<file path="src/rtl/fetch_sequencer_pkg.sv">
// Shared types and constants for the fetch sequencer: execution modes,
// the physical fetch address layout and the per-mode region bases.
package fetch_sequencer_pkg;

    localparam int PC_W   = 4;
    localparam int MODE_W = 2;
    localparam int ADDR_W = MODE_W + PC_W;

    typedef enum logic [MODE_W-1:0] {
        MODE_NORMAL = 2'b00,
        MODE_SWI    = 2'b01,
        MODE_EXC    = 2'b10,
        MODE_HWI    = 2'b11
    } mode_t;

    typedef struct packed {
        mode_t           mode;
        logic [PC_W-1:0] pc;
    } addr_fields_t;

    // Same six bits seen either as a flat physical address or as mode/pc.
    typedef union packed {
        logic [ADDR_W-1:0] phys_addr;
        addr_fields_t      f;
    } addr_t;

    localparam logic [ADDR_W-1:0] REGION_BASE_NORMAL = 6'h00;
    localparam logic [ADDR_W-1:0] REGION_BASE_SWI    = 6'h10;
    localparam logic [ADDR_W-1:0] REGION_BASE_EXC    = 6'h20;
    localparam logic [ADDR_W-1:0] REGION_BASE_HWI    = 6'h30;

    function automatic logic [ADDR_W-1:0] region_base(input mode_t m);
        logic [ADDR_W-1:0] base;
        base = REGION_BASE_NORMAL;
        case (m)
            MODE_NORMAL: base = REGION_BASE_NORMAL;
            MODE_SWI:    base = REGION_BASE_SWI;
            MODE_EXC:    base = REGION_BASE_EXC;
            MODE_HWI:    base = REGION_BASE_HWI;
            default:     base = REGION_BASE_NORMAL;
        endcase
        return base;
    endfunction

endpackage

</file>
<file path="src/rtl/fetch_sequencer_next_sel.sv">
// Combinational next-state selection for the fetch sequencer: resolves
// exceptions, software interrupts, interrupt return and hardware interrupts.
module fetch_sequencer_next_sel
    import fetch_sequencer_pkg::*;
(
    input  mode_t           mode,
    input  logic [PC_W-1:0] pc,
    input  logic [PC_W-1:0] saved_pc,
    input  logic [PC_W-1:0] fault_pc,
    input  logic            halted,
    input  logic            hwi_pending,
    input  logic            prev_iret,
    input  logic            jump_en,
    input  logic [PC_W-1:0] jump_target,
    input  logic            swi_req,
    input  logic            exc_req,
    input  logic            iret,
    output mode_t           next_mode,
    output logic [PC_W-1:0] next_pc,
    output logic [PC_W-1:0] next_saved_pc,
    output logic [PC_W-1:0] next_fault_pc,
    output logic            next_halt,
    output logic            hwi_take,
    output logic            iret_take
);

    logic [PC_W-1:0] seq_next;
    logic [PC_W-1:0] pc_inc;
    logic            in_normal;

    assign pc_inc    = pc + PC_W'(1);
    assign seq_next  = jump_en ? jump_target : pc_inc;
    assign in_normal = (mode == MODE_NORMAL);

    always_comb begin
        next_mode     = mode;
        next_pc       = pc;
        next_saved_pc = saved_pc;
        next_fault_pc = fault_pc;
        next_halt     = halted;
        hwi_take      = 1'b0;
        iret_take     = 1'b0;

        if (!halted) begin
            if (exc_req) begin
                next_fault_pc = pc;
                if (in_normal) begin
                    next_mode     = MODE_EXC;
                    next_pc       = '0;
                    next_saved_pc = pc_inc;
                end else begin
                    next_halt = 1'b1;
                end
            end else if (swi_req) begin
                if (in_normal) begin
                    next_mode     = MODE_SWI;
                    next_pc       = '0;
                    next_saved_pc = seq_next;
                end else begin
                    next_halt = 1'b1;
                end
            end else if (iret) begin
                // A return with nothing to return from is an illegal instruction.
                if (in_normal) begin
                    next_mode     = MODE_EXC;
                    next_pc       = '0;
                    next_saved_pc = pc_inc;
                    next_fault_pc = pc;
                end else begin
                    next_mode = MODE_NORMAL;
                    next_pc   = saved_pc;
                    iret_take = 1'b1;
                end
            end else if (hwi_pending && in_normal && !prev_iret) begin
                next_mode     = MODE_HWI;
                next_pc       = '0;
                next_saved_pc = seq_next;
                hwi_take      = 1'b1;
            end else begin
                next_pc = seq_next;
            end
        end
    end

endmodule

</file>
<file path="src/rtl/fetch_sequencer.sv">
// Fetch sequencer top: holds pc, mode, return/fault registers and the
// single-entry hardware interrupt latch; drives the registered fetch address.
module fetch_sequencer
    import fetch_sequencer_pkg::*;
(
    input  logic            clk,
    input  logic            rst,
    input  logic            jump_en,
    input  logic [PC_W-1:0] jump_target,
    input  logic            swi_req,
    input  logic            exc_req,
    input  logic            iret,
    input  logic            hwi_req,
    output addr_t           addr,
    output mode_t           mode,
    output logic            halted,
    output logic [PC_W-1:0] fault_pc
);

    mode_t           mode_q;
    logic [PC_W-1:0] pc_q;
    logic [PC_W-1:0] saved_pc_q;
    logic [PC_W-1:0] fault_pc_q;
    logic            halted_q;
    logic            hwi_pending_q;
    logic            prev_iret_q;

    mode_t           next_mode;
    logic [PC_W-1:0] next_pc;
    logic [PC_W-1:0] next_saved_pc;
    logic [PC_W-1:0] next_fault_pc;
    logic            next_halt;
    logic            hwi_take;
    logic            iret_take;
    logic            next_pending;

    fetch_sequencer_next_sel u_next_sel (
        .mode          (mode_q),
        .pc            (pc_q),
        .saved_pc      (saved_pc_q),
        .fault_pc      (fault_pc_q),
        .halted        (halted_q),
        .hwi_pending   (hwi_pending_q),
        .prev_iret     (prev_iret_q),
        .jump_en       (jump_en),
        .jump_target   (jump_target),
        .swi_req       (swi_req),
        .exc_req       (exc_req),
        .iret          (iret),
        .next_mode     (next_mode),
        .next_pc       (next_pc),
        .next_saved_pc (next_saved_pc),
        .next_fault_pc (next_fault_pc),
        .next_halt     (next_halt),
        .hwi_take      (hwi_take),
        .iret_take     (iret_take)
    );

    // A request arriving in the cycle its predecessor is taken is dropped.
    always_comb begin
        next_pending = hwi_pending_q;
        if (!halted_q) begin
            if (hwi_take) begin
                next_pending = 1'b0;
            end else begin
                next_pending = hwi_pending_q | hwi_req;
            end
        end
    end

    always_ff @(posedge clk or posedge rst) begin
        if (rst) begin
            mode_q        <= MODE_NORMAL;
            pc_q          <= '0;
            saved_pc_q    <= '0;
            fault_pc_q    <= '0;
            halted_q      <= 1'b0;
            hwi_pending_q <= 1'b0;
            prev_iret_q   <= 1'b0;
        end else if (!halted_q) begin
            mode_q        <= next_mode;
            pc_q          <= next_pc;
            saved_pc_q    <= next_saved_pc;
            fault_pc_q    <= next_fault_pc;
            halted_q      <= next_halt;
            hwi_pending_q <= next_pending;
            prev_iret_q   <= iret_take;
        end
    end

    assign addr.phys_addr = region_base(mode_q) | {{MODE_W{1'b0}}, pc_q};
    assign mode           = mode_q;
    assign halted         = halted_q;
    assign fault_pc       = fault_pc_q;

endmodule

</file>
<file path="config.mk">
export PLATFORM = sky130hd
export DESIGN_NAME = fetch_sequencer
export DESIGN_NICKNAME = d
export VERILOG_FILES = /design/src/rtl/fetch_sequencer_pkg.sv /design/src/rtl/fetch_sequencer_next_sel.sv /design/src/rtl/fetch_sequencer.sv
export SDC_FILE = /design/constraint.sdc
export NUM_CORES = 1
export LEC_CHECK = 0
export CAP_MARGIN = 30
export CORE_UTILIZATION = 50
export DETAILED_ROUTE_END_ITERATION = 10
export PLACE_DENSITY = 0.82
export SYNTH_ARGS = -nofsm -noshare
export SYNTH_HDL_FRONTEND = slang
export SYNTH_SLANG_ARGS = --single-unit
</file>
<file path="constraint.sdc">
create_clock -name clk -period 3.6 [get_ports clk]
set_input_delay 0.72 -clock clk [delete_from_list [all_inputs] [get_ports clk]]
set_output_delay 0.72 -clock clk [all_outputs]
set_load 0.05 [all_outputs]
</file>
# [Yosys cells after proc, flatten, opt, wreduce, memory -nomap -nowiden]
# Index checks and enable logic that the tools add are counted.
# W data, S select, Z words.
[totals] regBits=17 rom_bits=0 latchBits=0 n_memories=0 out_inout_bits=13 ram_bits=0
[classes] bitwise_logic=3 n_mul=0 n_addsub=1 magnitude_cmp=0 shift=0 eq_ne=7 mux=38 div_mod_pow=0 reduce_logical=10
[op_table] cell="$mux W4" count=17
[op_table] cell="$pmux W6 S4" count=1
[op_table] cell="$mux W2" count=7
[op_table] cell="$mux W1" count=13
[op_table] cell="$reduce_and A4 Y1" count=2
[op_table] cell="$ne A2 B1 Y1 const B" count=3
[op_table] cell="$or A6 B4 Y6" count=1
[op_table] cell="$add A4 B1 Y4 const B" count=1
[op_table] cell="$eq A2 B2 Y1 const B" count=2
[op_table] cell="$reduce_bool A2 Y1" count=2
[op_table] cell="$reduce_bool A4 Y1" count=1
[op_table] cell="$ne A3 B1 Y1 const B" count=1
[op_table] cell="$reduce_and A3 Y1" count=1
[op_table] cell="$eq A2 B1 Y1 const B" count=1
[op_table] cell="$logic_and A1 B1 Y1" count=2
[op_table] cell="$logic_not A2 Y1" count=1
[op_table] cell="$logic_not A1 Y1" count=1
[op_table] cell="$not A1 Y1" count=1
[op_table] cell="$or A1 B1 Y1" count=1

# [Logic depth before layout (Yosys ltp)]
[logic_depth] depth_word=9 depth_mapped=6

# [Cells and area by module]
# Synthesis repeated with hierarchy kept, for this count alone.
[hier_totals] cells_unflattened=143 hier_area_um2=1346.3
[modules_own_cells] mod="fetch_sequencer" area_each_um2=694.4 n_inst=1 seq_area_each_um2=425.4 cells_per_inst=41
[modules_own_cells] mod="fetch_sequencer_next_sel" area_each_um2=651.9 n_inst=1 seq_area_each_um2=0.0 cells_per_inst=102

# [Worst setup path after synthesis]
# Ideal clock, no wire load.
[synth_path] kind="register to output" startpoint="reg mode_q[1], in the netlist mode[1]" endpoint="out addr[5] (netlist name)" stages_incl_launch_ff=2 required_ns=2.880 t_arrival_ns=1.187 setup_slack_ns=1.693 n_path_buf=1 path_cell_list="dfrtp_1 clkbuf_1"
[synth_lines] item="start, declared" line_no="fetch_sequencer.sv:20" text="mode_t mode_q;"
[synth_lines] item="start signal, assigned" line_no="fetch_sequencer.sv:81" text="mode_q <= next_mode;"
[synth_lines] item="end, declared" line_no="fetch_sequencer.sv:14" text="output addr_t addr,"

# [Final worst setup path]
[layout_path] startpoint="reg halted_q, in the netlist halted" endpoint="out halted"
[layout_lines] item="start, declared" line_no="fetch_sequencer.sv:24" text="logic halted_q;"
[layout_lines] item="start signal, assigned" line_no="fetch_sequencer.sv:85" text="halted_q <= next_halt;"
[layout_lines] item="end, declared" line_no="fetch_sequencer.sv:16" text="output logic halted,"
# No word-level cell between the ends.

==> results.toml <==
[status]
status = "complete, but fails checks"
violations = "DRC"

[layout]
layout.nets = 128
fin_area_mm2 = 0.001146
area_growth_pct = 28.83
n_antenna_cell = 0
drive_above_1_share = 0.09565

[pwr]
swShare = 0.2393
p_seq_frac = 0.583
clock_power_share = 0.314
p_leak_nw = 0.5364
ir_worst_vdd_uv = 189.5
p_sw_uw = 78.73
p_per_area_mw_per_mm2 = 287.1
combPwrFrac = 0.103
internal_power_uw = 250.3

[clock_tree]
clock_latency_ps = 290
hold_buffers = 0
cts_root_buf = "clkbuf_4"
postCtsSetupRepairBufs = 0
cts_sinks = 17
h-tree-depth = 1
clk_pin_slew_ps = 100
cts-buffers-inserted = 3
cts_resized = 0
clockBufferDepth = 2
cts_tree = "yes"

[synthesis]
ys_ff_latch = 17
synth_top_family_by_area = "compound AO/OA/AOI/OAI gates"
synth_edf_count = 0
synth.distinct_cells = 29
synth_area_leader_cell = "dfrtp_1"
synthAdderAreaFrac = 0.01406
synth.area.top_cells = "dfrtp_1 (48%), a21oi_1 (5.1%), mux2_4 (5.1%)"
synthXorXnorAreaFrac = 0.01969
synthesis.area_um2 = 889.6
synth_mux_area_frac = 0.1097
yosysTopAreaCellShare = 0.4782
syn_avg_cell_area_um2 = 9.776
synth-seq-area-share = 0.4782
synth-simple-area-share = 0.1336
yosysMostFrequentCell = "dfrtp_1"
synthCells = 91
async_flop_share = 1.000
yosys-top-cells-count = "dfrtp_1 (17), a21oi_1 (9), nor2_1 (8), o21ai_0 (8), nand2_1 (7)"
synth_compound_area_frac = 0.2011
syn-num-nets = 103
synth_ff_type = "dfrtp_1"
yosys_warnings = 0

[timing]
period_share = 0.6406
setup_slack_ps = 1294
fin_skew_ps = 2.259
max_freq_mhz = 433.6
setup_viol = 0
rsz0062_at_grt = "false"
min_period_ps = 2306
worstMarginPinSlew_ps = 644.0
finalSetupTns_ps = 0
relSlewSlack = 0.5702
slew_viol_final = 0
finalHoldViolCount = 0

[floorplanning]
fp.dieW_um = 44.18
die_height_um = 44.18
num_rows = 14
design.core.area_mm2 = 0.001577
initial_core_util = 0.5643
die_area_mm2 = 0.001952
io_pins = 24

[global_routing]
overflow = 0
antenna_found_initial = 0
grt_first_pass_wirelength_mm = 3.070
grt_max_degree = 18
grt_usage = 0.2180
first_global_vias = 706

[worst_setup_path]
crit_path_max_incr_delay_ps = 840
cpMaxStageDelayCell = "clkdlybuf4s50_1"
critical-path-top-delay-family = "buffers and inverters"
arrival_ps = 1590
reg2reg_depth = 4
crit_path_max_fanout = 6
r2r_end = "fault_pc[3]"
critical_path_class = "flop to output pin"
cp-end-kind = "output pin"
cp.required_ps = 2880
critical_path_buf_inv_count = 1
rrSetupSlack_ps = 1930
start_kind = "flop"
reg2reg_from = "mode[0]"
worstPathCellList = "clkdlybuf4s50_1"

[drt]
drt-initial-drc-count = 34
drc = 1
wire_per_inst_um = 13.92
drtAntennaViolNets = 0
routed_wl_mm = 1.823
via_per_inst = 5.802
num_vias = 760
dr.pass1.iters = 10

[worst_hold_path]
hold_end = "fault_pc[0]"
whs_path_depth = 2
hp-class = "flop to flop"
min_from = "fault_pc[0]"

[placement]
place_area_mm2 = 0.001120
pre_cts_slack_ps = 1251
post-dp-hpwl_mm = 1.412
finalWeightedCongestion = 0.9161
port_buffers = 23

[job]
drv_cap = 0
state kept, by name, summed over array words and instances, names as in the netlist:
signal,cells
halted,1
saved_pc_q,4
prev_iret_q,1
pc_q,4
mode,2
fault_pc,4
hwi_pending_q,1
placed cells by master (no fill, tap or decap):
master and instances:
clkdlybuf4s50_1 23, dfrtp_1 17, a21oi_1 9, nor2_1 8, o21ai_0 8, nand2_1 7
inv_1 5, nor3_1 4, a22oi_1 3, mux2i_1 3, mux2_4 3, o22ai_1 3
clkbuf_4 3, nor2b_1 2, mux2_2 2, nand3_1 2, nor2_2 1, and2b_1 1
o21ai_2 1, a31oi_1 1, xor2_1 1, a21oi_2 1, or3_1 1, a21o_1 1
o41a_1 1, xnor2_1 1, a221o_1 1, ha_1 1, clkbuf_1 1
final cells by class:
type	instances	area [um2]
Fill cell	113	430.4
Timing Repair Buffer	23	230.2
Multi-Input combinational cell	66	425.4
Clock buffer	4	26.28
Tap cell	16	20.02
Inverter	5	18.77
Sequential cell	17	425.4
power groups by stage:
stage | Sequential (mW) | Combinational (mW) | Clock [mW]
2_1_floorplan | 0.198 | 0.0132 | 0
3_3_place_gp | 0.196 | 0.0334 | 0
3_5_place_dp | 0.196 | 0.0337 | 0
4_1_cts | 0.192 | 0.0339 | 0.105
5_1_grt | 0.192 | 0.0374 | 0.111
6_report | 0.192 | 0.0339 | 0.103
metrics by stage:
stage | total power, mW | cells | utilization | hold WS (ps)
final | 0.3290 | 131 | 0.7270 | 487.7
after global routing | 0.3405 | 131 | 0.7270 | 518.5
after CTS | 0.3306 | 131 | 0.7270 | 492.8
after detailed placement | 0.2293 | 127 | 0.7103 | 470.4
after global placement | 0.2290 | 127 | 0.7103 | 465.8
after floorplan | 0.2114 | 91 | - | 454.3
how the worst max path moves through the flow:
stage                  from          end  slack (ps)  cells past startpoint
floorplan           mode[1]      addr[5]        1690                      1
global placement       iret  fault_pc[3]        1270                      4
detailed placement  swi_req  fault_pc[3]        1250                      5
CTS                 mode[0]      addr[4]        1300                      1
global route        pc_q[2]      addr[2]        1260                      1
finish               halted       halted        1290                      1
layer usage:
metal,vias up,global-route usage,share of wire
met3,5,0.03673,0.059
li1,374,-,-
met5,-,0,0
met2,30,0.3382,0.46
met1,351,0.2947,0.46
met4,0,0.1091,0.022
worst reg2reg max path, stage by stage (launching register included):
cell     delay [ps]
dfrtp_1         450
nor2_2          280
nor2_1           70
or3_1           430
mux2_4          330
cell families (layout without fill, tap and decap cells):
logic type | count (synthesis) | in the layout
adder cells (fa/ha/maj) | 1 | 1
flip-flops | 17 | 17
XOR/XNOR | 2 | 2
multiplexers | 8 | 8
AND/OR/NAND/NOR | 26 | 26
AO/OA/AOI/OAI | 29 | 29
buffers and inverters | 8 | 32
Note: power is estimated with default switching activity, not from simulation.
